==> src/rtl/imem_program_loader.sv <==
// RV32I field-bundle encoder that streams packed words into instruction memory
// and holds the core in reset until the program image is complete.
module imem_program_loader #(
  parameter int unsigned ADDR_W = 6,
  parameter int unsigned DEPTH  = 64
) (
  input  logic              i_clk,
  input  logic              i_rst,
  input  logic              i_start,
  input  logic              i_in_valid,
  output logic              o_in_ready,
  input  logic              i_in_last,
  input  logic [2:0]        i_in_kind,
  input  logic [4:0]        i_in_rd,
  input  logic [4:0]        i_in_rs1,
  input  logic [4:0]        i_in_rs2,
  input  logic [2:0]        i_in_funct3,
  input  logic [6:0]        i_in_funct7,
  input  logic [12:0]       i_in_imm,
  output logic              o_imem_we,
  output logic [ADDR_W-1:0] o_imem_addr,
  output logic [31:0]       o_imem_wdata,
  output logic              o_core_rst_n,
  output logic              o_busy,
  output logic              o_done,
  output logic              o_err,
  output logic [ADDR_W:0]   o_word_count
);

  localparam int unsigned CntW = ADDR_W + 1;
  localparam logic [31:0] Nop  = 32'h0000_0013;

  typedef enum logic [1:0] {StIdle, StLoad, StFlush, StDone} state_e;

  state_e            r_state, w_state_next;
  logic [CntW-1:0]   r_count, w_count_next;
  logic              r_err, w_err_next;
  logic              r_we, w_we_next;
  logic [ADDR_W-1:0] r_addr, w_addr_next;
  logic [31:0]       r_wdata, w_wdata_next;

  logic [31:0]       w_word;
  logic              w_illegal;
  logic              w_ready;
  logic              w_accept;
  logic [CntW-1:0]   w_count_inc;
  logic              w_unused_imm0;

  // Branch offsets are always even, so bit 0 carries no information.
  assign w_unused_imm0 = i_in_imm[0];

  always_comb begin
    w_word    = Nop;
    w_illegal = 1'b0;
    case (i_in_kind)
      3'd0: w_word = {i_in_funct7, i_in_rs2, i_in_rs1, i_in_funct3, i_in_rd, 7'b0110011};
      3'd1: w_word = {i_in_imm[11:0], i_in_rs1, i_in_funct3, i_in_rd, 7'b0010011};
      3'd2: w_word = {i_in_imm[11:0], i_in_rs1, i_in_funct3, i_in_rd, 7'b0000011};
      3'd3: w_word = {i_in_imm[11:5], i_in_rs2, i_in_rs1, i_in_funct3, i_in_imm[4:0],
                      7'b0100011};
      3'd4: w_word = {i_in_imm[12], i_in_imm[10:5], i_in_rs2, i_in_rs1, i_in_funct3,
                      i_in_imm[4:1], i_in_imm[11], 7'b1100011};
      3'd5: w_word = {i_in_imm[11:0], i_in_rs1, 3'b000, i_in_rd, 7'b1100111};
      default: w_illegal = 1'b1;
    endcase
  end

  assign w_ready     = (r_state == StLoad) && (r_count < CntW'(DEPTH));
  assign w_accept    = i_in_valid && w_ready;
  assign w_count_inc = r_count + CntW'(1);

  always_comb begin
    w_state_next = r_state;
    w_count_next = r_count;
    w_err_next   = r_err;
    w_we_next    = 1'b0;
    w_addr_next  = r_addr;
    w_wdata_next = r_wdata;
    case (r_state)
      StIdle, StDone: begin
        if (i_start) begin
          w_state_next = StLoad;
          w_count_next = '0;
          w_err_next   = 1'b0;
        end
      end
      StLoad: begin
        if (w_accept) begin
          w_we_next    = 1'b1;
          w_addr_next  = r_count[ADDR_W-1:0];
          w_wdata_next = w_word;
          w_count_next = w_count_inc;
          if (w_illegal) w_err_next = 1'b1;
          if (i_in_last) begin
            w_state_next = StFlush;
          end else if (w_count_inc == CntW'(DEPTH)) begin
            // Image did not fit: stop before the address could wrap.
            w_state_next = StFlush;
            w_err_next   = 1'b1;
          end
        end
      end
      StFlush: w_state_next = StDone;
      default: w_state_next = StIdle;
    endcase
  end

  always_ff @(posedge i_clk) begin
    if (!i_rst) begin
      r_state <= StIdle;
      r_count <= '0;
      r_err   <= 1'b0;
      r_we    <= 1'b0;
      r_addr  <= '0;
      r_wdata <= '0;
    end else begin
      r_state <= w_state_next;
      r_count <= w_count_next;
      r_err   <= w_err_next;
      r_we    <= w_we_next;
      r_addr  <= w_addr_next;
      r_wdata <= w_wdata_next;
    end
  end

  assign o_in_ready   = w_ready;
  assign o_imem_we    = r_we;
  assign o_imem_addr  = r_addr;
  assign o_imem_wdata = r_wdata;
  assign o_busy       = (r_state == StLoad) || (r_state == StFlush);
  assign o_done       = (r_state == StDone);
  // A restart pulls the core back into reset in the same cycle start is seen.
  assign o_core_rst_n = (r_state == StDone) && !i_start;
  assign o_err        = r_err;
  assign o_word_count = r_count;

endmodule

==> config.mk <==
export PLATFORM = sky130hd
export DESIGN_NAME = imem_program_loader
export DESIGN_NICKNAME = d
export VERILOG_FILES = /design/src/rtl/imem_program_loader.sv
export SDC_FILE = /design/constraint.sdc
export NUM_CORES = 1
export LEC_CHECK = 0
export ABC_AREA = 1
export CORE_UTILIZATION = 30
export DETAILED_ROUTE_END_ITERATION = 10
export GPL_TIMING_DRIVEN = 0
export SETUP_SLACK_MARGIN = 0.2
export SLEW_MARGIN = 0
export SYNTH_ARGS = -nofsm -noshare
export SYNTH_HDL_FRONTEND = slang
export SYNTH_SLANG_ARGS = --single-unit
==> constraint.sdc <==
create_clock -name i_clk -period 1.7 [get_ports i_clk]
set_clock_uncertainty 0.1 [all_clocks]
set_input_delay 0.17 -clock i_clk [delete_from_list [all_inputs] [get_ports i_clk]]
set_output_delay 0.17 -clock i_clk [all_outputs]
set_load 0.1 [all_outputs]
==> impl_metrics.json, run 1 <==
{
  "finalCoreUtilization": 0.544,
  "synth_cell_types": 29,
  "outcome": "finished, final reports clean",
  "place.gp.congestion": 0.822,
  "drive_above_1_share": 0.383,
  "io_pins": 97,
  "wl_per_cell_um": 13.5,
  "leakage_nw": 1.58,
  "cp_slowest_stage_delay_ns": 0.40,
  "period_needed_ns": 1.63,
  "antenna_found_initial": 0,
  "endpoint_kind": "output port",
  "cap_violations": 0,
  "max-slew-margin-rel": 0.547,
  "hold_viol": 0,
  "required_ns": 1.43,
  "vias": 2525,
  "r2r_start": "r_state[0]$_SDFFE_PN0P_",
  "cts.htree.levels": 2,
  "insertion_delay_ns": 0.29,
  "synth_edf_count": 0,
  "path_max_fanout": 4,
  "synth_commonest_cells": "nand2_1, dfxtp_1, a21oi_1",
  "path_clk_slew_ns": 0.08,
  "vdd_ir_drop_max_v": 0.00143,
  "grt_max_degree": 14,
  "endpoint": "o_in_ready",
  "track_usage": 0.177,
  "drt-pass1-iter-count": 4,
  "synth_fa_ha_area_frac": 0.0387,
  "synthArstFlopShare": 0,
  "yosysTopAreaCell": "dfxtp_1",
  "dp_hpwl_um": 5020,
  "grt_first_pass_wirelength_um": 10700,
  "syn_area_per_cell_um2": 7.15,
  "drv_slew": 0,
  "initial_core_util": 0.312,
  "synth_top_family_by_area": "simple AND/OR/NAND/NOR gates",
  "path_delay_family": "flip-flops",
  "tritoncts": "yes",
  "die_h_um": 88.8,
  "yosys_warnings": 0,
  "rrSetupSlack_ns": 0.08,
  "num_antenna_cells": 0,
  "critPathBufInv": 3,
  "final_nets": 489,
  "critical_path_class": "reg -> out",
  "core_um2": 7250,
  "synth_most_common_cell": "nand2_1",
  "worstMarginPinSlew_ns": 0.680,
  "synthSimpleGateAreaFrac": 0.275,
  "cp-start-kind": "flop",
  "yosys.area.top_type_share": 0.416,
  "vias_per_cell": 4.72,
  "cp_slowest_cell": "dfxtp_4",
  "place_ws_ns": -0.530,
  "grt_pass1_vias": 2216,
  "crit_start": "r_state[0]$_SDFFE_PN0P_",
  "clk_path_buf_depth": 2,
  "finalWirelength_um": 7240,
  "seq_area_frac_synth": 0.416,
  "ys_ff_latch": 47,
  "cp_data_arrival_time_ns": 1.36,
  "synth.area.top_cells": "dfxtp_1, nand2_1, a21oi_1, o21ai_0, nand3_1",
  "netlist_instances": 316,
  "worst_slack_ns": 0.0683,
  "p_per_area_nw_per_um2": 1210,
  "synth-compound-area-share": 0.184,
  "drc": 0,
  "synth_area_um2": 2260,
  "setup_viol": 0,
  "antenna_left": 0,
  "r2r_end": "o_word_count[6]$_SDFFE_PN0P_",
  "rsz0062_at_grt": "yes",
  "cts.sinks": 47,
  "clock-root-buffer": "clkbuf_8",
  "min_path_type": "in -> reg",
  "worst_hold_slack_ns": 0.162,
  "area_growth_pct": 74.5,
  "path_cells": "ha_4 > inv_4 > nor2_4 > buf_4 > buf_12",
  "die_x_um": 88.8,
  "ff2ff_path_depth": 8,
  "drt_iter0_drc": 74,
  "num_rows": 31,
  "grt_overflow": 0,
  "clock.fmax_mhz": 613,
  "synth_xor_area_frac": 0.00387,
  "path_depth": 5,
  "yosys_most_used_dff": "dfxtp_1",
  "syn_nets": 369,
  "die_area_um2": 7890,
  "postCtsHoldBufs": 0,
  "post-route-period-util": 0.960,
  "cts_made_buffers": 5,
  "port_buffers": 94,
  "synthMuxAreaShare": 0
}
registers in the layout, summed over array words and instances (netlist names):
register and count:
o_imem_wdata 30, o_imem_addr 6, o_word_count 7, o_err 1, o_imem_we 1, r_state 2
worst register-to-register path: cells and delay by family, from the launching register on:
kind	cells	cell delay, ns
AO/OA/AOI/OAI	2	0.31
adder cells (fa/ha/maj)	1	0.16
buffers and inverters	1	0.04
flip-flops	1	0.40
AND/OR/NAND/NOR	4	0.47
cell usage in the layout, fill, tap and decap left out, types with 2 or more instances in the layout:
cell,n
nor2_1,13
o21ai_0,17
buf_2,10
clkbuf_8,7
buf_6,7
nand3_2,4
ha_1,3
clkdlybuf4s18_2,21
inv_2,3
dfxtp_4,3
clkbuf_4,2
o21ai_1,9
dfxtp_2,7
clkdlybuf4s50_1,43
ha_4,3
nand3_1,18
nand3_4,2
nand2_2,12
inv_1,18
buf_4,19
nand2_4,9
nand2_1,73
clkdlybuf4s15_2,16
inv_4,2
clkbuf_1,3
nor2_4,6
a21oi_2,18
dfxtp_1,37
buf_12,3
a21oi_1,21
nor2_2,4
a32oi_1,5
buf_8,2
logic make-up after synthesis:
kind of cell	count (synthesis)
flip-flops	47
other	1
adder cells (fa/ha/maj)	7
AND/OR/NAND/NOR	144
XOR/XNOR	1
buffers and inverters	41
AO/OA/AOI/OAI	75
timing repair:
item,CTS,global route
buffers inserted,10,7
cloned,2,0
endpoints found under the hold margin,0,0
endpoints found under the setup margin,96,72
pin swaps,14,27
gates resized for setup,218,95
report_power, final:
group,internal (mW),leakage [nW],switching [mW],total (mW)
registers,1.22,0.386,0.0890,1.31
clock network,0.319,0.0470,0.352,0.671
logic,0.926,1.15,1.86,2.79
total,2.47,1.58,2.30,4.77
through the flow:
stage	TNS (ns)	cell area [um^2]	std cells	power (mW)
2_1_floorplan	-11.35	2310	316	3.04
3_3_place_gp	-6.13	3380	509	3.58
3_5_place_dp	-6.96	3380	509	3.59
4_1_cts	0	3710	528	4.53
5_1_grt	-0.0210	3950	535	4.99
6_report	0	3950	535	4.77
worst min path at each step:
stage                                      start                             to  slack [ns]  depth (start not counted)
finish                                     i_rst        r_state[1]$_SDFFE_PN0P_        0.16                          3
floorplan                         i_in_funct3[0]  o_imem_wdata[12]$_SDFFE_PN0P_        0.23                          2
global placement    o_imem_wdata[5]$_SDFFE_PN0P_   o_imem_wdata[5]$_SDFFE_PN0P_        0.35                          2
global route                               i_rst   o_imem_wdata[1]$_SDFFE_PN0P_        0.19                          2
CTS                                        i_rst        r_state[1]$_SDFFE_PN0P_        0.16                          3
detailed placement  o_imem_wdata[5]$_SDFFE_PN0P_   o_imem_wdata[5]$_SDFFE_PN0P_        0.36                          2
layout make-up:
type                    instances  area [um^2]
repair buffers                113         1110
plain buffers                  16          126
inverters                      25          108
multi-input cells             228         1430
fillers                       708         3310
clock inverters                 1         5.00
well taps                      99          124
flip-flops and latches         47          961
clock buffers                   6         82.6
per-layer routing:
layer | GRT usage | vias to the layer above | wire [um]
met2 | 0.324 | 72 | 3560
li1 | - | 1273 | -
met4 | 0.0323 | 0 | 34
met1 | 0.217 | 1176 | 3310
met3 | 0.0326 | 4 | 338
met5 | 0 | - | 0
Power figures use the tool's default switching activity.
==> run 2, diff against run 1 <==
CORE_MARGIN = 4   (was unset)
==> run 2 against run 1 <==
Worst setup slack lost 0.050 ns. Clock power shrank 3.0%. Routed wire length grew 11%. First-iteration DRC count grew 26%. Highest routed layer unchanged. Non-clock buffer count grew 8. Total power grew 8.0%. Die area grew 14%. Global-route usage shrank 0.53 points. Fmax shrank 3.0%. Hold slack gained 0.098 ns. Cell area grew 5.1%. Critical path depth grew 4. Largest cell class unchanged.
==> impl_metrics.json, run 2 (same netlist as run 1, synthesis figures left out) <==
{
  "place.gp.congestion": 0.840,
  "num_rows": 31,
  "track_usage": 0.172,
  "grt_pass1_vias": 2571,
  "cts.htree.levels": 2,
  "cp_data_arrival_time_ns": 1.80,
  "setup_tns_ns": 0,
  "die_h_um": 94.8,
  "cp-start-kind": "flop",
  "register_area_um2": 961,
  "required_ns": 1.82,
  "period_needed_ns": 1.68,
  "core_um2": 7290,
  "place_ws_ns": -0.531,
  "port_buffers": 94,
  "max-slew-margin-rel": 0.470,
  "wl_per_cell_um": 14.7,
  "clock.fmax_mhz": 594,
  "cap_violations": 0,
  "drc": 0,
  "grt_first_pass_wirelength_um": 12200,
  "drt_iter0_drc": 93,
  "final_nets": 499,
  "multi_input_area_um2": 1600,
  "finalWirelength_um": 8050,
  "rsz0062_at_grt": "yes",
  "vias": 2602,
  "grt_max_degree": 14,
  "critical_path_class": "reg -> reg",
  "placed_cell_area_um2": 3380,
  "postCtsHoldBufs": 0,
  "antenna_left": 0,
  "path_clk_slew_ns": 0.08,
  "p_per_area_nw_per_um2": 1240,
  "min_path_type": "in -> reg",
  "hold_viol": 0,
  "final_common_cell": "nand2_1",
  "endpoint_kind": "flop",
  "worstMarginPinSlew_ns": 0.795,
  "final_cell_mix": "nand2_1, clkdlybuf4s50_1, dfxtp_1, buf_2, a21oi_2",
  "io_pins": 97,
  "vias_per_cell": 4.77,
  "insertion_delay_ns": 0.29,
  "grt_overflow": 0,
  "die_area_um2": 8990,
  "dp_hpwl_um": 5330,
  "vdd_ir_drop_max_v": 0.00103,
  "drt-pass1-iter-count": 4,
  "largest_register_ffs": 30,
  "drv_slew": 0,
  "num_antenna_cells": 0,
  "clk_path_buf_depth": 2,
  "area_growth_pct": 83.3,
  "setup_viol": 0,
  "worst_slack_ns": 0.0178,
  "tritoncts": "yes",
  "initial_core_util": 0.310,
  "die_x_um": 94.8,
  "outcome": "finished, final reports clean",
  "antenna_found_initial": 0,
  "post-route-period-util": 0.990,
  "cts.sinks": 47,
  "cts_made_buffers": 5,
  "drive_above_1_share": 0.468,
  "power.total_mw": 5.15,
  "final_cell_area_um2": 4150,
  "path_max_fanout": 8,
  "clock-root-buffer": "clkbuf_8",
  "fillers": 713,
  "leakage_nw": 1.69
}
==> run 2: cell types whose count changed in the layout (fill, tap and decap cells not counted), moves of 5 or more <==
cell             before  now
a21oi_1              21   11
a21oi_2              18   28
buf_2                10   30
buf_6                 7   13
clkdlybuf4s15_2      16    7
clkdlybuf4s18_2      21    8
nand2_1              73   55
nand2_2              12   20
nand2_4               9   19
o21ai_1               9    4
==> run 2: area by class of cell <==
| type | instances | area share |
|---|---|---|
| buffer | 16 | 0.0347 |
| clock buffer | 7 | 0.0184 |
| clock inverter | 1 | 0.00121 |
| inverter | 25 | 0.0254 |
| multi-input combinational | 230 | 0.386 |
| sequential | 47 | 0.232 |
| tap | 99 | 0.0299 |
| timing repair buffer | 121 | 0.272 |
==> run 2: worst paths after layout <==
path / startpoint / to / slack (ns) / cells past startpoint
max: r_state[1]$_SDFFE_PN0P_ / o_word_count[6]$_SDFFE_PN0P_ / 0.02 / 9
max reg2reg: r_state[1]$_SDFFE_PN0P_ / o_word_count[6]$_SDFFE_PN0P_ / 0.02 / 9
min reg2reg: o_imem_addr[0]$_SDFFE_PN0P_ / o_imem_addr[0]$_SDFFE_PN0P_ / 0.37 / 2
min: i_rst / r_state[1]$_SDFFE_PN0P_ / 0.26 / 3
==> run 2: worst max-delay path, cell delays in order (launching register included) <==
cell	delay, ns
dfxtp_2	0.34
inv_4	0.07
ha_4	0.14
inv_4	0.04
nor2_4	0.20
buf_6	0.15
nand2_8	0.07
nor2_4	0.24
nand3_2	0.11
a21oi_2	0.14
==> run 2: per-layer routing <==
layer | GRT usage | wire, um | vias to the layer above
met1 | 0.208 | 3390 | 1210
met4 | 0.0288 | 38 | 0
li1 | - | - | 1297
met5 | 0 | 0 | -
met2 | 0.310 | 4150 | 90
met3 | 0.0414 | 470 | 5
==> run 2: report_power, final <==
group / internal, mW / leakage [nW] / total (mW) / switching, mW
clock: 0.289 / 0.0422 / 0.651 / 0.362
combinational: 1.16 / 1.26 / 3.17 / 2.01
sequential: 1.23 / 0.386 / 1.33 / 0.104
==> run 2: through the flow <==
stage	hold WS (ns)	instances	util
CTS	0.222	541	0.530
global placement	0.353	509	0.463
finish	0.260	546	0.568
floorplan	0.230	316	-
detailed placement	0.354	509	0.463
global route	0.276	546	0.568
==> run 2: timing repair <==
item / in CTS / in global routing
pin swaps: 35 / 33
setup buffers: 20 / 3
hold endpoints to repair: 0 / 0
cloned: 4 / 2
setup endpoints to repair: 96 / 84
gates resized for setup: 235 / 158
